===== src/rtl/grid_collision_check_if.sv =====
// Request, grid-RAM read and result signals of grid_collision_check.
// The slave modport is the checker's view; the master modport is the surrounding logic's view.
interface grid_collision_check_if #(
    parameter int ADDR_W = 11,
    parameter int DATA_W = 32
);
    logic              chk_valid;
    logic              chk_ready;
    logic [DATA_W-1:0] activeGrid1;
    logic [DATA_W-1:0] activeGrid2;
    logic [ADDR_W-1:0] activeAddr1;
    logic [ADDR_W-1:0] activeAddr2;
    logic [ADDR_W-1:0] activeAddr3;
    logic [ADDR_W-1:0] activeAddr4;
    logic              mem_en;
    logic [ADDR_W-1:0] mem_addr;
    logic [DATA_W-1:0] mem_rdata;
    logic              res_valid;
    logic              res_ready;
    logic              res_hit;
    logic [3:0]        res_hitMask;
    logic              clr_cnt;
    logic [15:0]       hit_cnt;

    modport slave (
        input  chk_valid, activeGrid1, activeGrid2,
               activeAddr1, activeAddr2, activeAddr3, activeAddr4,
               mem_rdata, res_ready, clr_cnt,
        output chk_ready, mem_en, mem_addr, res_valid, res_hit, res_hitMask, hit_cnt
    );

    modport master (
        output chk_valid, activeGrid1, activeGrid2,
               activeAddr1, activeAddr2, activeAddr3, activeAddr4,
               mem_rdata, res_ready, clr_cnt,
        input  chk_ready, mem_en, mem_addr, res_valid, res_hit, res_hitMask, hit_cnt
    );
endinterface


===== src/rtl/grid_collision_check.sv =====
// Checks four grid RAM words against an X-cell mask and reports per-word hits.
// The latency is fixed at 5 edges. A saturating 16-bit counter counts accepted hit results.
module grid_collision_check #(
    parameter int ADDR_W = 11,
    parameter int DATA_W = 32
) (
    input logic                  CLK,
    input logic                  RST_n,
    grid_collision_check_if.slave bus
);
    typedef enum logic [1:0] {IDLE, READ, DRAIN, DONE} state_t;

    state_t                      r_state;
    logic [DATA_W-1:0]           r_mask;
    logic [3:0][ADDR_W-1:0]      r_addr;
    logic [1:0]                  r_cnt;
    logic                        r_chk_ready;
    logic                        r_mem_en;
    logic [ADDR_W-1:0]           r_mem_addr;
    logic                        r_res_valid;
    logic                        r_res_hit;
    logic [3:0]                  r_hit_mask;
    logic [15:0]                 r_hit_cnt;
    logic                        w_word_hit;

    assign w_word_hit = |(bus.mem_rdata & r_mask);

    assign bus.chk_ready   = r_chk_ready;
    assign bus.mem_en      = r_mem_en;
    assign bus.mem_addr    = r_mem_addr;
    assign bus.res_valid   = r_res_valid;
    assign bus.res_hit     = r_res_hit;
    assign bus.res_hitMask = r_hit_mask;
    assign bus.hit_cnt     = r_hit_cnt;

    always_ff @(posedge CLK or negedge RST_n) begin
        if (!RST_n) begin
            r_state     <= IDLE;
            r_mask      <= '0;
            r_addr      <= '0;
            r_cnt       <= '0;
            r_chk_ready <= 1'b1;
            r_mem_en    <= 1'b0;
            r_mem_addr  <= '0;
            r_res_valid <= 1'b0;
            r_res_hit   <= 1'b0;
            r_hit_mask  <= '0;
            r_hit_cnt   <= '0;
        end else begin
            // Clear takes priority over a coincident result handshake.
            if (bus.clr_cnt) begin
                r_hit_cnt <= '0;
            end else if (r_state == DONE && bus.res_ready && r_res_hit && r_hit_cnt != '1) begin
                r_hit_cnt <= r_hit_cnt + 16'd1;
            end

            case (r_state)
                IDLE: begin
                    if (bus.chk_valid) begin
                        r_mask      <= bus.activeGrid1 | bus.activeGrid2;
                        r_addr      <= {bus.activeAddr4, bus.activeAddr3,
                                        bus.activeAddr2, bus.activeAddr1};
                        r_mem_en    <= 1'b1;
                        r_mem_addr  <= bus.activeAddr1;
                        r_cnt       <= '0;
                        r_hit_mask  <= '0;
                        r_res_hit   <= 1'b0;
                        r_chk_ready <= 1'b0;
                        r_state     <= READ;
                    end
                end
                READ: begin
                    // Data for the read issued r_cnt-1 edges ago arrives now.
                    if (r_cnt != 2'd0) begin
                        r_hit_mask[r_cnt - 2'd1] <= w_word_hit;
                    end
                    if (r_cnt == 2'd3) begin
                        r_mem_en <= 1'b0;
                        r_state  <= DRAIN;
                    end else begin
                        r_mem_addr <= r_addr[r_cnt + 2'd1];
                    end
                    r_cnt <= r_cnt + 2'd1;
                end
                DRAIN: begin
                    r_hit_mask[3] <= w_word_hit;
                    r_res_hit     <= (|r_hit_mask[2:0]) | w_word_hit;
                    r_res_valid   <= 1'b1;
                    r_state       <= DONE;
                end
                DONE: begin
                    if (bus.res_ready) begin
                        r_res_valid <= 1'b0;
                        r_chk_ready <= 1'b1;
                        r_state     <= IDLE;
                    end
                end
                default: r_state <= IDLE;
            endcase
        end
    end
endmodule


===== src/flat_wrapper.sv =====
// flat-port wrapper written by rule: the top's interface ports become plain ports
module grid_collision_check_flat 
#(
    parameter int ADDR_W = 11,
    parameter int DATA_W = 32
)
  (CLK, RST_n, bus_chk_valid, bus_activeGrid1, bus_activeGrid2, bus_activeAddr1, bus_activeAddr2, bus_activeAddr3, bus_activeAddr4, bus_mem_rdata, bus_res_ready, bus_clr_cnt, bus_chk_ready, bus_mem_en, bus_mem_addr, bus_res_valid, bus_res_hit, bus_res_hitMask, bus_hit_cnt);
  grid_collision_check_if #(.ADDR_W(ADDR_W), .DATA_W(DATA_W)) bus_i ();
  input logic CLK;
  input logic RST_n;
  input wire logic [$bits(bus_i.chk_valid)-1:0] bus_chk_valid;
  input wire logic [$bits(bus_i.activeGrid1)-1:0] bus_activeGrid1;
  input wire logic [$bits(bus_i.activeGrid2)-1:0] bus_activeGrid2;
  input wire logic [$bits(bus_i.activeAddr1)-1:0] bus_activeAddr1;
  input wire logic [$bits(bus_i.activeAddr2)-1:0] bus_activeAddr2;
  input wire logic [$bits(bus_i.activeAddr3)-1:0] bus_activeAddr3;
  input wire logic [$bits(bus_i.activeAddr4)-1:0] bus_activeAddr4;
  input wire logic [$bits(bus_i.mem_rdata)-1:0] bus_mem_rdata;
  input wire logic [$bits(bus_i.res_ready)-1:0] bus_res_ready;
  input wire logic [$bits(bus_i.clr_cnt)-1:0] bus_clr_cnt;
  output wire logic [$bits(bus_i.chk_ready)-1:0] bus_chk_ready;
  output wire logic [$bits(bus_i.mem_en)-1:0] bus_mem_en;
  output wire logic [$bits(bus_i.mem_addr)-1:0] bus_mem_addr;
  output wire logic [$bits(bus_i.res_valid)-1:0] bus_res_valid;
  output wire logic [$bits(bus_i.res_hit)-1:0] bus_res_hit;
  output wire logic [$bits(bus_i.res_hitMask)-1:0] bus_res_hitMask;
  output wire logic [$bits(bus_i.hit_cnt)-1:0] bus_hit_cnt;
  assign bus_i.chk_valid = bus_chk_valid;
  assign bus_i.activeGrid1 = bus_activeGrid1;
  assign bus_i.activeGrid2 = bus_activeGrid2;
  assign bus_i.activeAddr1 = bus_activeAddr1;
  assign bus_i.activeAddr2 = bus_activeAddr2;
  assign bus_i.activeAddr3 = bus_activeAddr3;
  assign bus_i.activeAddr4 = bus_activeAddr4;
  assign bus_i.mem_rdata = bus_mem_rdata;
  assign bus_i.res_ready = bus_res_ready;
  assign bus_i.clr_cnt = bus_clr_cnt;
  assign bus_chk_ready = bus_i.chk_ready;
  assign bus_mem_en = bus_i.mem_en;
  assign bus_mem_addr = bus_i.mem_addr;
  assign bus_res_valid = bus_i.res_valid;
  assign bus_res_hit = bus_i.res_hit;
  assign bus_res_hitMask = bus_i.res_hitMask;
  assign bus_hit_cnt = bus_i.hit_cnt;
  grid_collision_check #(.ADDR_W(ADDR_W), .DATA_W(DATA_W)) u_core (.CLK(CLK), .RST_n(RST_n), .bus(bus_i));
endmodule

===== config.mk =====
export PLATFORM = sky130hd
export DESIGN_NAME = grid_collision_check_flat
export DESIGN_NICKNAME = d
export VERILOG_FILES = /design/src/rtl/grid_collision_check_if.sv /design/src/rtl/grid_collision_check.sv /design/src/flat_wrapper.sv
export SDC_FILE = /design/constraint.sdc
export NUM_CORES = 1
export LEC_CHECK = 0
export CAP_MARGIN = 30
export CORE_MARGIN = 3
export CORE_UTILIZATION = 45
export CTS_BUF_LIST = sky130_fd_sc_hd__clkbuf_2 sky130_fd_sc_hd__clkbuf_4 sky130_fd_sc_hd__clkbuf_8
export DETAILED_ROUTE_END_ITERATION = 8
export DONT_BUFFER_PORTS = 1
export GPL_TIMING_DRIVEN = 0
export SKIP_LAST_GASP = 1
export SLEW_MARGIN = 20
export SYNTH_ARGS = -nofsm -noshare
export SYNTH_HDL_FRONTEND = slang
export SYNTH_SLANG_ARGS = --single-unit

===== constraint.sdc =====
create_clock -name CLK -period 2.68 [get_ports CLK]
set_clock_uncertainty 0.05 [all_clocks]
set_input_delay 0.134 -clock CLK [delete_from_list [all_inputs] [get_ports CLK]]
set_output_delay 0.134 -clock CLK [all_outputs]
set_load 0.01 [all_outputs]

==> flow_summary.yaml <==
placement:
  place_area_um2: 5520
  dp_hpwl_mm: 9.42
  port_buffers: 0
  gp_congestion: 0.778
synthesis:
  netlist_instances: 476
  synth_cell_types: 47
  yosysWarnings: 0
  avgSynthCellArea_um2: 11.2
  synth_area_um2: 5350
  async_reset_ff_share_pct: 100
  ys_ff_latch: 115
  ys_seq_area_share_pct: 53.9
  synthFlopType: "dfrtp_1"
  synth_edf_count: 0
  synth_top_cell_by_area: "dfrtp_1"
  synth_fp_nets: 631
  yosys.area.top_type_share_pct: 53.4
  synth_area_leaders: "dfrtp_1 53%, mux2_2 9.3%, o21ai_0 4.8%, mux4_2 4.6%, nand2_1 4.0%"
floorplanning:
  dieArea_um2: 13200
  die_w_um: 115
  num_rows: 39
  initial_core_util_pct: 46.4
  core_um2: 11500
  fp.dieH_um: 115
  io_pins: 180
cts:
  holdBufCountCts: 111
  cts_root_buffer: "clkbuf_8"
  cts_setup_buffers: 0
  clk_path_buf_depth: 2
  clock-sinks: 115
  cts_buffers: 17
  h-tree-depth: 4
  clk_latency_ps: 430
  path_clk_slew_ps: 70
  cts_tree: "built"
power_and_ir_drop:
  p_leak_nw: 3.08
  vdd_drop_max_mv: 0.654
  p_total_w: 0.00723
  power_density_nw_per_um2: 1020
worst_setup_path:
  end_kind: "register"
  cp.required_ps: 2940
  cpMostUsedCell: "clkbuf_1"
  slowest_delay_ps: 620
  critPathTopFamily: "buffers and inverters"
  timing.rr.end: "u_core.r_addr[41]"
  arrival_ps: 2710
  path_cells: "inv_1 > ha_1 > nand2_1 > clkbuf_1 > clkbuf_1 > mux2_2"
  reg2reg_depth: 6
  critPathKind: "reg -> reg"
  r2r-start: "u_core.r_state[0]"
  path_max_fanout: 10
  cp-start-kind: "register"
  r2r_slack_ps: 230
  critPathBufInv: 3
  slowest_stage: "clkbuf_1"
timing:
  fin_hold_ws_ps: -663
  finalSetupViolCount: 0
  report.final.slew_viol_count: 0
  max_freq_mhz: 408
  tns_ps: 0
  maxSlewHeadroom_pct: 49.9
  rsz0062_at_grt: "false"
  hold_violations: 115
  tightest_slew_ps: 744
  fin_crit_sh_pct: 91.4
  period_needed_ps: 2450
route:
  wirelength_mm: 14.4
  wl_per_cell_um: 18.9
  drcViolationCount: 0
  dr.pass1.iters: 6
  drtIter0Drc: 261
  vias: 4215
  ant_nets: 0
  vias_per_cell: 5.53
grt:
  grt_pass1_vias: 4434
  grt_max_degree: 116
  grt_usage_pct: 22.7
  grt-busiest-layer: "met2"
  grt_pass1_wl_mm: 23.2
  use_met3_pct: 8.00
  use_met1_pct: 28.8
  gr-total-overflow: 0
  globalRouteMet2Util_pct: 36.8
  antenna_found_initial: 0
run:
  maxCapViolCount: 0
layout:
  syn2layout_area_growth_pct: 32.2
  n_antenna_cell: 0
  final_area_um2: 7070
  fillerInstances: 921
  drive_gt1_share_pct: 16.2
  nets: 761
status:
  violations: "hold timing"
  outcome: "finished with violations"
min_path:
  holdCritPathClass: "in -> async"
cell usage in the layout, fill, tap and decap left out, drive strengths merged, types with 2 or more instances in the layout:
cell,instances
o21ai,51
ha,10
a22oi,12
mux2,44
nand3,8
nor4,6
bufinv,3
clkinv,3
xnor2,12
nand4,7
a221oi,2
a22o,3
nand2,57
o221a,2
buf,5
a21o,4
nor3b,3
o22ai,2
nand2b,4
dfrtp,114
clkbuf,43
nor4b,3
nor2,49
a21oi,7
inv,8
nor3,6
mux2i,12
dlygate4sd3,111
mux4,11
timing repair:
action                                  CTS  global route
gates resized for setup                   2             2
pin swaps                                 0             0
hold endpoints to repair                212           115
endpoints found under the setup margin    9            11
through the flow:
| stage | instances | hold slack [ps] | util, % | worst slack [ps] |
|---|---|---|---|---|
| 2_1_floorplan | 476 | -212 | - | 271 |
| 3_3_place_gp | 619 | -208 | 48.0 | -393 |
| 3_5_place_dp | 619 | -207 | 48.0 | -383 |
| 4_1_cts | 762 | -689 | 61.3 | 37.0 |
| 5_1_grt | 762 | -710 | 61.4 | 24.1 |
| 6_report | 762 | -663 | 61.4 | 229 |
state kept, by name, summed over array words and instances, names as in the netlist:
register,cells
u_core.bus.hit_cnt,16
u_core.r_mask,32
u_core.bus.mem_addr,11
u_core.bus.chk_ready,1
u_core.bus.res_hitMask,4
u_core.r_addr,44
u_core.bus.res_valid,1
u_core.r_cnt,2
u_core.r_state,2
u_core.bus.mem_en,1
u_core.bus.res_hit,1
worst max-delay path by stage:
stage,start,endpoint,slack (ps),cells after the start
global route,u_core.r_state[0],u_core.r_addr[24],20,6
floorplan,u_core.r_cnt[0],u_core.bus.mem_addr[0],270,8
finish,u_core.r_state[0],u_core.r_addr[41],230,6
CTS,u_core.r_cnt[0],u_core.bus.mem_addr[9],40,8
global placement,u_core.r_cnt[0],u_core.bus.mem_addr[9],-390,8
detailed placement,u_core.r_cnt[0],u_core.bus.mem_addr[9],-380,8
logic make-up (layout without fill, tap and decap cells):
family / after synthesis / count (layout) / synth area share, %
simple gates: 150 / 150 / 12.8
buf+inv: 30 / 173 / 2.15
xor+xnor: 12 / 12 / 1.97
mux: 67 / 67 / 16.2
compound gates: 92 / 92 / 10.8
flops: 115 / 115 / 53.9
fa+ha+maj: 10 / 10 / 2.34
cell usage after synthesis, types with 2 or more instances:
library cell and number:
a22o_1 2, buf_2 2, o22ai_1 2, a21oi_1 7
xnor2_1 12, buf_1 3, o221a_2 2, nor4_1 6
dfrtp_1 114, mux2_2 44, a22oi_1 12, nand4_1 6
inv_1 8, clkbuf_1 17, mux4_2 11, nand2b_1 4
nand3_1 8, a21o_1 4, nor2_1 49, nor3_1 6
nor4b_1 3, o21ai_0 51, ha_1 10, mux2i_1 12
nand2_1 57, nor3b_1 3
routing by layer:
| layer | vias to the layer above | wire [um] |
|---|---|---|
| li1 | 1969 | - |
| met1 | 2080 | 6070 |
| met2 | 148 | 7220 |
| met3 | 18 | 911 |
| met4 | 0 | 192 |
| met5 | - | 0 |
report_power, final:
group          internal [W]  switching (W)  leakage [nW]
Clock               0.00105       0.000678         0.226
Sequential          0.00250       0.000534          1.40
Combinational       0.00128        0.00118          1.45
cell type report:
cell class / instances / area (um^2) / share of cell area (%)
clock inverters: 6 / 105 / 1.49
multi-input cells: 331 / 2350 / 33.3
plain buffers: 21 / 86.3 / 1.22
flip-flops and latches: 115 / 2880 / 40.7
inverters: 8 / 30.0 / 0.425
clock buffers: 26 / 320 / 4.53
well taps: 143 / 179 / 2.53
repair buffers: 112 / 1120 / 15.8
(Power assumes the default switching activity.)
